File: config.mk
export PLATFORM = sky130hd
export DESIGN_NAME = fft_logpix
export DESIGN_NICKNAME = d
export VERILOG_FILES = /design/src/rtl/logpix_pkg.sv /design/src/rtl/fft_log2.sv /design/src/rtl/fft_logpix.sv
export SDC_FILE = /design/constraint.sdc
export NUM_CORES = 1
export LEC_CHECK = 0
export ABC_AREA = 0
export ABC_CLOCK_PERIOD_IN_PS = 8750
export CAP_MARGIN = 20
export CELL_PAD_IN_SITES_DETAIL_PLACEMENT = 0
export CELL_PAD_IN_SITES_GLOBAL_PLACEMENT = 1
export CORE_ASPECT_RATIO = 0.9
export CORE_MARGIN = 1.5
export CORE_UTILIZATION = 52
export CTS_BUF_LIST = sky130_fd_sc_hd__clkbuf_2 sky130_fd_sc_hd__clkbuf_4 sky130_fd_sc_hd__clkbuf_8
export DETAILED_ROUTE_END_ITERATION = 10
export PLACE_DENSITY = 0.87
export REMOVE_ABC_BUFFERS = 1
export SLEW_MARGIN = 20
export SYNTH_ARGS = -nofsm -noshare
export SYNTH_HDL_FRONTEND = slang
export SYNTH_HIERARCHICAL = 1
export SYNTH_SLANG_ARGS = --single-unit
File: constraint.sdc
create_clock -name i_clk -period 8.75 [get_ports i_clk]
set_input_delay 0.875 -clock i_clk [delete_from_list [all_inputs] [get_ports i_clk]]
set_output_delay 0.875 -clock i_clk [all_outputs]
set_load 0.02 [all_outputs]
File: src/rtl/logpix_pkg.sv
// Shared constants and helpers for the log-power pixel pipeline.
package logpix_pkg;

   localparam int LOG_FRAC_BITS = 3;                // 1/8-octave resolution
   localparam int PIX_W         = 8;
   localparam int LATENCY       = 5;                // i_ce -> o_valid, in cycles
   localparam int PIX_MAX       = (1 << PIX_W) - 1;

   // Clamp a signed log difference into the pixel range.
   function automatic logic [PIX_W-1:0] saturate(input int v);
      if (v < 0)
         return '0;
      else if (v > PIX_MAX)
         return PIX_W'(PIX_MAX);
      else
         return PIX_W'(v);
   endfunction

endpackage

File: src/rtl/fft_log2.sv
// Combinational log2 approximation: leading-one position plus the
// LOG_FRAC_BITS bits directly below it (zero-padded for small inputs).
module fft_log2 import logpix_pkg::*; #(
   parameter  int PW   = 33,
   localparam int POSW = $clog2(PW),
   localparam int LW   = POSW + LOG_FRAC_BITS
) (
   input  logic [PW-1:0] p,
   output logic [LW-1:0] l,
   output logic          zflag
);

   logic [POSW-1:0]          pos;
   logic [LOG_FRAC_BITS-1:0] frac;

   // Leading-one detect, then pick the bits under it. Appending zeros below
   // p makes the pos < LOG_FRAC_BITS case pad naturally.
   always_comb begin
      pos = '0;
      for (int k = 0; k < PW; k++)
         if (p[k]) pos = POSW'(k);
      frac  = LOG_FRAC_BITS'({p, {LOG_FRAC_BITS{1'b0}}} >> pos);
      l     = {pos, frac};
      zflag = (p == '0);
   end

endmodule

File: src/rtl/fft_logpix.sv
// Complex FFT bin -> 8-bit log-power pixel, 5-stage non-stalling pipeline.
// Optional row peak tracker is built when LOGPIX_PEAK_EN is defined;
// otherwise o_peak is tied to zero.
module fft_logpix import logpix_pkg::*; #(
   parameter  int IW         = 16,
   parameter  int OFFSET_RST = 0,
   localparam int PW         = 2*IW + 1,
   localparam int LW         = $clog2(PW) + LOG_FRAC_BITS
) (
   input  logic              i_clk,
   input  logic              i_reset,
   input  logic              i_ce,
   input  logic [2*IW-1:0]   i_sample,
   input  logic              i_last,
   input  logic [LW-1:0]     i_offset,
   output logic              o_valid,
   output logic [PIX_W-1:0]  o_pixel,
   output logic              o_last,
   output logic [PIX_W-1:0]  o_peak
);

   logic [LATENCY:1]        vld_pipe, last_pipe;
   logic signed [IW-1:0]    s1_i, s1_q;
   logic signed [2*IW-1:0]  sq_i, sq_q;
   logic [2*IW-1:0]         s2_ii, s2_qq;
   logic [PW-1:0]           s3_p;
   logic [LW-1:0]           log_l, s4_l;
   logic                    log_z, s4_z;
   logic [LW-1:0]           r_offset, eff_off;

   assign o_valid = vld_pipe[LATENCY];
   assign o_last  = last_pipe[LATENCY];
   assign sq_i    = s1_i * s1_i;
   assign sq_q    = s1_q * s1_q;

   // Valid/last shift register; the only control state in the datapath.
   always_ff @(posedge i_clk or posedge i_reset) begin
      if (i_reset) begin
         vld_pipe  <= '0;
         last_pipe <= '0;
      end else begin
         vld_pipe  <= {vld_pipe[LATENCY-1:1], i_ce};
         last_pipe <= {last_pipe[LATENCY-1:1], i_ce & i_last};
      end
   end

   // Stage data registers S1..S4, enabled by their stage valid, no reset.
   always_ff @(posedge i_clk) begin
      if (i_ce) begin
         s1_i <= i_sample[2*IW-1:IW];
         s1_q <= i_sample[IW-1:0];
      end
      if (vld_pipe[1]) begin
         s2_ii <= sq_i;
         s2_qq <= sq_q;
      end
      if (vld_pipe[2])
         s3_p <= {1'b0, s2_ii} + {1'b0, s2_qq};
      if (vld_pipe[3]) begin
         s4_l <= log_l;
         s4_z <= log_z;
      end
   end

   fft_log2 #(.PW(PW)) u_log2 (
      .p     (s3_p),
      .l     (log_l),
      .zflag (log_z)
   );

   // A new offset applies from the bin right after a row end, so bypass the
   // register on that one cycle; a row never mixes two offsets.
   always_comb eff_off = (o_valid && o_last) ? i_offset : r_offset;

   // S5: offset subtract + saturate, and row-synchronous offset load.
   always_ff @(posedge i_clk or posedge i_reset) begin
      if (i_reset) begin
         o_pixel  <= '0;
         r_offset <= LW'(OFFSET_RST);
      end else begin
         if (o_valid && o_last)
            r_offset <= i_offset;
         if (vld_pipe[LATENCY-1])
            o_pixel <= s4_z ? '0 : saturate(int'(s4_l) - int'(eff_off));
      end
   end

`ifdef LOGPIX_PEAK_EN
   logic [PIX_W-1:0] run_max, row_max;

   assign row_max = (o_pixel > run_max) ? o_pixel : run_max;

   // Running row maximum; published and cleared on the row's final pixel.
   always_ff @(posedge i_clk or posedge i_reset) begin
      if (i_reset) begin
         run_max <= '0;
         o_peak  <= '0;
      end else if (o_valid) begin
         if (o_last) begin
            o_peak  <= row_max;
            run_max <= '0;
         end else begin
            run_max <= row_max;
         end
      end
   end
`else
   assign o_peak = '0;
`endif

endmodule

# After elaboration in Yosys (flattened, before gate mapping)
# Cells that the tools add are included.
# totals
ff_bits,166
in_bits,45
# op_classes
reduce_logical,2
bitwise_logic,1
multipliers,2
magnitude_cmp,2
n_mux,36
n_addsub,2
shift,1
# op_table
operator,count
two-way mux 5 bit,16
multiplier 16 x 16 -> 32 bit,2
>> shifter 36 x 6 -> 3 bit,1
adder 32 x 32 -> 33 bit,1
logical NOT 33 bit,1
two-way mux 4 bit,8
two-way mux 8 bit,3
two-way mux 3 bit,4
"greater-than comparator 10 x 9 -> 1 bit, second input constant",1
"< comparator 10 x 1 -> 1 bit, second input constant",1
subtractor 9 x 9 -> 10 bit,1
two-way mux 9 bit,1
two-way mux 6 bit,1
two-way mux 2 bit,2
bitwise AND 1 bit,1
logical AND 1 bit,1
two-way mux 1 bit,1

# Logic depth before layout (Yosys ltp)
# Gate-level depths: netlist of run 1.
# depth
ltp_word,33
depth_mapped,24
ltp_nobuf,23

# Modules after synthesis
# The synthesis of run 1 kept the hierarchy.
# by_module_without_submodules
module,cells_each,area_each_um2,instances
fft_logpix,2417,24546.0,1
fft_log2,200,1336.3,1

# Worst setup path before layout of run 1
# OpenSTA, ideal clock, no wires.
# synth_timing
path_kind,reg2reg
start,register s1_q[15]
end,register s2_qq[30] (data pin)
synth_period_minus_slack_ps,6463
arrival_ps,6206
path_stages_with_launch,21
slack_ps,2287
required_time_ps,8492
path_buffers,2
path_cell_list,edfxtp_1 > clkbuf_1 > inv_1 > clkbuf_1 > nor2_1 > fa_1 > fa_1 > fa_1 > fa_1 > fa_1 > inv_1 > fa_1 > inv_1 > ha_1 > a21oi_1 > nor2b_1 > or4_1 > o21a_1 > a2111o_1 > a21oi_1 > xnor2_1
# synth_via
elab_chain_cells,1
# synth_rtl
item,line,source
from (decl),fft_logpix.sv:23,"logic signed [IW-1:0] s1_i, s1_q;"
from (signal assigned),fft_logpix.sv:51,s1_q <= i_sample[IW-1:0];
multiplier 16 x 16 -> 32 bit,fft_logpix.sv:34,assign sq_q = s1_q * s1_q;
net sq_q[30],fft_logpix.sv:24,"logic signed [2*IW-1:0] sq_i, sq_q;"
to (signal assigned),fft_logpix.sv:55,s2_qq <= sq_q;
to (decl),fft_logpix.sv:25,"logic [2*IW-1:0] s2_ii, s2_qq;"
# The timed path passes the listed nets, and every way through them passes these cells.
# A chain may end at the register's enable or synchronous reset.

# Worst setup path after layout of run 1
# Same ends and word-level chain as after synthesis.

==> flow_summary.toml, run 1 <==
[sta]
hold_viol_final = 0
rsz0062_at_grt = "no"
fin_crit_sh = 0.837
worst_pin_slew_ns = 1.05
worst_slack_ns = 1.43
setup_tns_ns = 0
setup_viol_count_final = 0
slew_headroom = 0.299
fin_skew_ns = 0.0223
final_max_slew_viol_count = 0
fin_crit_ns = 7.32
fmax_mhz = 137

[clock_network]
cts_max_path_buffers = 2
htree_levels = 4
cts-root-buf = "clkbuf_8"
worst_skew_pair.late_latency_ns = 0.51
numCtsBuffers = 17
path_clk_slew_ns = 0.10
cts_tree = "built"
cts-resized-gates = 0
clock-sinks = 164
hold_buffers = 0
cts_setup_buffers = 0

[die]
row_count = 77
start_util = 0.527
die_h_microns = 215
die_x_microns = 238
die_area_sq_um = 51100
ioPinCount = 63
coreArea_sq_um = 49100

[synthesis]
ys_seq_area_frac = 0.185
yosys_most_used_dff = "edfxtp_1"
synth_edf_count = 137
synth-seq-cells = 164
yosys_warnings = 6
syn_area_per_cell_sq_um = 9.89
syn-cell-area_sq_um = 25900
synth.distinct_cells = 90
netlist_instances = 2617
async_flop_share = 0.165

[placed_design]
dp_hpwl_mm = 44.4
numPortBuffers = 54
pre_cts_ws_ns = 1.49
routabilityCongestion = 0.870

[finish]
drive_gt1_frac = 0.0299
fin_nets = 3362
final_cell_mix = "inv_1, fa_1, ha_1, nand2_1, edfxtp_1"
layout_commonest_cell = "inv_1"
area_growth_pct = 5.66

[grt]
grt_overflow = 0
grt_pass1_vias = 19112
grt_max_degree = 64
grt_pass1_wl_mm = 92.5
grt.total_usage = 0.226
antenna_found_initial = 0

[drt]
vias = 17614
routed_wl_mm = 54.0
viasPerCell = 5.38
wl_per_cell_microns = 16.5
drtIter0Drc = 1100
drc = 0
drt.antenna.violating_nets = 0
firstDrtPassIters = 9

[min_path]
hp-class = "register to register"

[worst_setup_path]
path_max_fanout = 18
r2r_slack_ns = 1.43
crit_required_ns = 9.01
start_kind = "register"
crit_type = "register to register"
setup.worst_path.end_class = "register"
cp.arrival_ns = 7.58

[run]
cap_violations = 0

[outcome]
outcome = "finished, final reports clean"
==> critical path, cell delays in order, from the launching register on <==
cell,delay (ns)
edfxtp_1,0.78
inv_1,0.48
nor2_1,0.38
fa_1,0.62
fa_1,0.90
fa_1,0.53
fa_1,0.51
fa_1,0.49
inv_1,0.05
fa_1,0.47
inv_1,0.04
ha_1,0.35
a21oi_1,0.16
nor2b_1,0.07
or4_1,0.40
o21a_1,0.23
a2111o_1,0.37
a21oi_1,0.18
xnor2_1,0.08
==> sequential cells by signal, summed over array words and instances, names as in the netlist <==
name,cells
last_pipe,5
o_pixel,8
r_offset,9
s1_i,16
s1_q,16
s2_ii,31
s2_qq,31
s3_p,33
s4_l,9
s4_z,1
vld_pipe,5
==> through the flow <==
stage	utilization	cell area [sq um]	hold slack (ns)	cells
3_3_place_gp	0.548	26900	0.337	3244
5_1_grt	0.557	27300	0.374	3276
2_1_floorplan	-	25600	0.331	2552
4_1_cts	0.557	27300	0.362	3276
6_report	0.557	27300	0.358	3277
3_5_place_dp	0.548	26900	0.336	3244
==> area by class of cell <==
class,count,area [sq um]
Fill cell,4304,21800
Multi-Input combinational cell,1692,18200
Sequential cell,164,4790
Inverter,696,2620
Tap cell,632,791
Timing Repair Buffer,60,581
Clock buffer,17,234
Clock inverter,15,166
Antenna cell,1,2.50
==> cells by family (layout without fill, tap and decap cells) <==
family	Yosys count	count (layout)	share of synthesized area
buffers and inverters	768	788	0.114
adders and majority gates	686	686	0.467
and+or+nand+nor	544	544	0.101
AOI/OAI and AO/OA	312	312	0.0825
DFF	164	164	0.185
xor gates and xnor gates	111	111	0.0376
muxes	31	31	0.0124
other	1	9	0.000145
==> final timing paths <==
kind / startpoint / to / depth (start not counted)
worst max-delay path: s1_q[15]$_DFFE_PP_ / s2_qq[30]$_DFFE_PP_ / 18
worst min-delay path: last_pipe[4]$_DFF_PP0_ / last_pipe[5]$_DFF_PP0_ / 0
worst max register to register: s1_q[15]$_DFFE_PP_ / s2_qq[30]$_DFFE_PP_ / 18
worst min register to register: last_pipe[4]$_DFF_PP0_ / last_pipe[5]$_DFF_PP0_ / 0
max in group asynchronous: i_reset / vld_pipe[1]$_DFF_PP0_ / 2
min in group asynchronous: i_reset / last_pipe[2]$_DFF_PP0_ / 2
==> layer usage <==
metal  routed length (microns)  GRT usage
met1                     23600      0.309
met2                     26800      0.381
met3                      2520     0.0281
met4                      1110     0.0637
met5                         0          0
==> synthesized netlist by cell type, types with 13 or more instances <==
library cell | count | area (sq um)
a211oi_1 | 21 | 158
a21o_1 | 31 | 233
a21oi_1 | 78 | 390
and2_1 | 88 | 551
clkbuf_1 | 50 | 188
dfrtp_1 | 27 | 676
edfxtp_1 | 137 | 4110
fa_1 | 468 | 9370
ha_1 | 218 | 2730
inv_1 | 694 | 2610
mux2i_1 | 22 | 220
nand2_1 | 194 | 728
nand2b_1 | 14 | 87.6
nand3_1 | 17 | 85.1
nor2_1 | 123 | 462
nor2b_1 | 14 | 87.6
nor3_1 | 27 | 135
nor4_1 | 13 | 81.3
o21ai_0 | 43 | 215
o21bai_1 | 17 | 128
xnor2_1 | 87 | 762
xor2_1 | 24 | 210
Power of run 1 is not shown: default switching activity piles up to over one toggle a cycle in this logic, so the estimate is an artifact.
==> inputs of run 2 (changes only) <==
--- a/config.mk
+++ b/config.mk
@@ -6,7 +6,7 @@
 export NUM_CORES = 1
 export LEC_CHECK = 0
 export ABC_AREA = 0
-export ABC_CLOCK_PERIOD_IN_PS = 8750
+export ABC_CLOCK_PERIOD_IN_PS = 7100
 export CAP_MARGIN = 20
 export CELL_PAD_IN_SITES_DETAIL_PLACEMENT = 0
 export CELL_PAD_IN_SITES_GLOBAL_PLACEMENT = 1
==> constraint.sdc (replaced) <==
create_clock -name i_clk -period 7.1 [get_ports i_clk]
set_input_delay 0.71 -clock i_clk [delete_from_list [all_inputs] [get_ports i_clk]]
set_output_delay 0.71 -clock i_clk [all_outputs]
set_load 0.02 [all_outputs]
==> run 2 against run 1 <==
Effect of this change:
- core utilization rose by 0.52 points
- via count barely moved
- die area did not move
- non-clock buffer count rose by 31
- routed wire length fell by 1.4%
- global-route usage fell by 0.25 points
- maximum frequency rose by 7.6%
- clock-buffer cell count did not move
- critical endpoint is now s2_ii[31]$_DFFE_PP_
- largest cell class unchanged
==> flow_summary.toml, run 2 (synthesis results as in run 1) <==
[finish]
drive_gt1_frac = 0.0419
largest_reg_flops = 33
ff_latch_area_sq_um = 4790
multiInputGateArea_sq_um = 18200
largestRegisters = "s3_p x33, s2_ii x31, s2_qq x31"
nFillCells = 4298
largest_register = "s3_p"
final_cell_mix = "inv_1, fa_1, ha_1, nand2_1, edfxtp_1"
fin_nets = 3393
layout_commonest_cell = "inv_1"
area_growth_pct = 6.66

[worst_setup_path]
crit_required_ns = 7.33
path_max_fanout = 10
cp.arrival_ns = 7.04
crit_type = "register to register"
cp_common_cell = "fa_1"
worstPathCellList = "and2_1 > fa_1 > fa_1 > inv_1 > fa_1 > inv_1 > fa_1 > fa_1 > inv_1 > fa_1 > inv_1 > ha_1 > a21o_1 > a21oi_1 > nand3_1 > o21ai_0 > o2111a_1 > o21bai_1 > xnor2_1"
start_kind = "register"
slowest_delay_ns = 0.75
cpLargestDelayFamily = "adder cells"
setup.worst_path.end_class = "register"
crit_slowest_cell = "fa_1"
critPathBufInv = 4

[sta]
rsz0062_at_grt = "no"
slew_headroom = 0.362
fin_crit_sh = 0.959
fmax_mhz = 147
fin_skew_ns = 0.0195
setup_tns_ns = 0
setup_viol_count_final = 0
whs_ns = 0.359
final_max_slew_viol_count = 0
hold_viol_final = 0
fin_crit_ns = 6.81
worst_pin_slew_ns = 0.957

[run]
cap_violations = 0

[drt]
drt.antenna.violating_nets = 0
drtIter0Drc = 1048
wl_per_cell_microns = 16.1
drc = 0
routed_wl_mm = 53.3
firstDrtPassIters = 5
vias = 17599
viasPerCell = 5.32

[die]
coreArea_sq_um = 49100
die_h_microns = 215
start_util = 0.527
die_x_microns = 238
row_count = 77
die_area_sq_um = 51100
ioPinCount = 63

[clock_network]
hold_buffers = 0
worst_skew_pair.late_latency_ns = 0.51
numCtsBuffers = 17
cts_max_path_buffers = 2
cts_tree = "built"
clock-sinks = 164
path_clk_slew_ns = 0.11
cts-root-buf = "clkbuf_8"
htree_levels = 4

[outcome]
outcome = "finished, final reports clean"

[grt]
grt_pass1_vias = 18891
grt_max_degree = 64
antenna_found_initial = 1
grt_pass1_wl_mm = 91.2
grt_overflow = 0
grt.total_usage = 0.224

[placed_design]
routabilityCongestion = 0.886
numPortBuffers = 54
dp_hpwl_mm = 44.9

[min_path]
hp-class = "register to register"
run 2: layer usage:
layer,routed length (microns),global-route usage
met3,2380,0.0254
met5,0,0
met1,23600,0.310
met2,26500,0.376
met4,836,0.0591
run 2: layout make-up:
class	instances	share of cell area
Clock inverter	15	0.00671
Clock buffer	17	0.00848
Antenna cell	1	0.0000906
Multi-Input combinational cell	1692	0.658
Timing Repair Buffer	91	0.0295
Sequential cell	164	0.174
Inverter	696	0.0947
Tap cell	632	0.0286
run 2: path summary, 6_finish.rpt:
| path | start | to | slack, ns | cells past startpoint |
|---|---|---|---|---|
| setup reg to reg | s1_i[1]$_DFFE_PP_ | s2_ii[31]$_DFFE_PP_ | 0.29 | 19 |
| min in group asynchronous | i_reset | last_pipe[5]$_DFF_PP0_ | 0.57 | 2 |
| setup / recovery | s1_i[1]$_DFFE_PP_ | s2_ii[31]$_DFFE_PP_ | 0.29 | 19 |
| hold reg to reg | last_pipe[4]$_DFF_PP0_ | last_pipe[5]$_DFF_PP0_ | 0.36 | 0 |
| hold / removal | last_pipe[4]$_DFF_PP0_ | last_pipe[5]$_DFF_PP0_ | 0.36 | 0 |
| max in group asynchronous | i_reset | vld_pipe[1]$_DFF_PP0_ | 6.14 | 2 |
run 2: what timing repair did:
action | CTS | global route
resized for setup | 0 | 1
setup endpoints to repair | 0 | 3
setup buffers | 0 | 4
hold endpoints to repair | 0 | 0
run 2: worst reg2reg max path, stage by stage, from the launching register on:
cell      delay (ns)
edfxtp_1        0.59
and2_1          0.29
fa_1            0.66
fa_1            0.76
inv_1           0.21
fa_1            0.51
inv_1           0.05
fa_1            0.48
fa_1            0.49
inv_1           0.05
fa_1            0.47
inv_1           0.04
ha_1            0.32
a21o_1          0.19
a21oi_1         0.26
nand3_1         0.10
o21ai_0         0.52
o2111a_1        0.29
o21bai_1        0.07
xnor2_1         0.16
run 2: stage by stage:
stage / setup slack [ns] / std cells / util / instance area (sq um)
2_1_floorplan: 0.616 / 2552 / - / 25600
3_3_place_gp: 0.440 / 3271 / 0.553 / 27100
3_5_place_dp: 0.363 / 3271 / 0.553 / 27100
4_1_cts: 0.332 / 3303 / 0.561 / 27600
5_1_grt: 0.0123 / 3308 / 0.562 / 27600
6_report: 0.291 / 3308 / 0.562 / 27600
Power of run 2 is left out for the same reason.
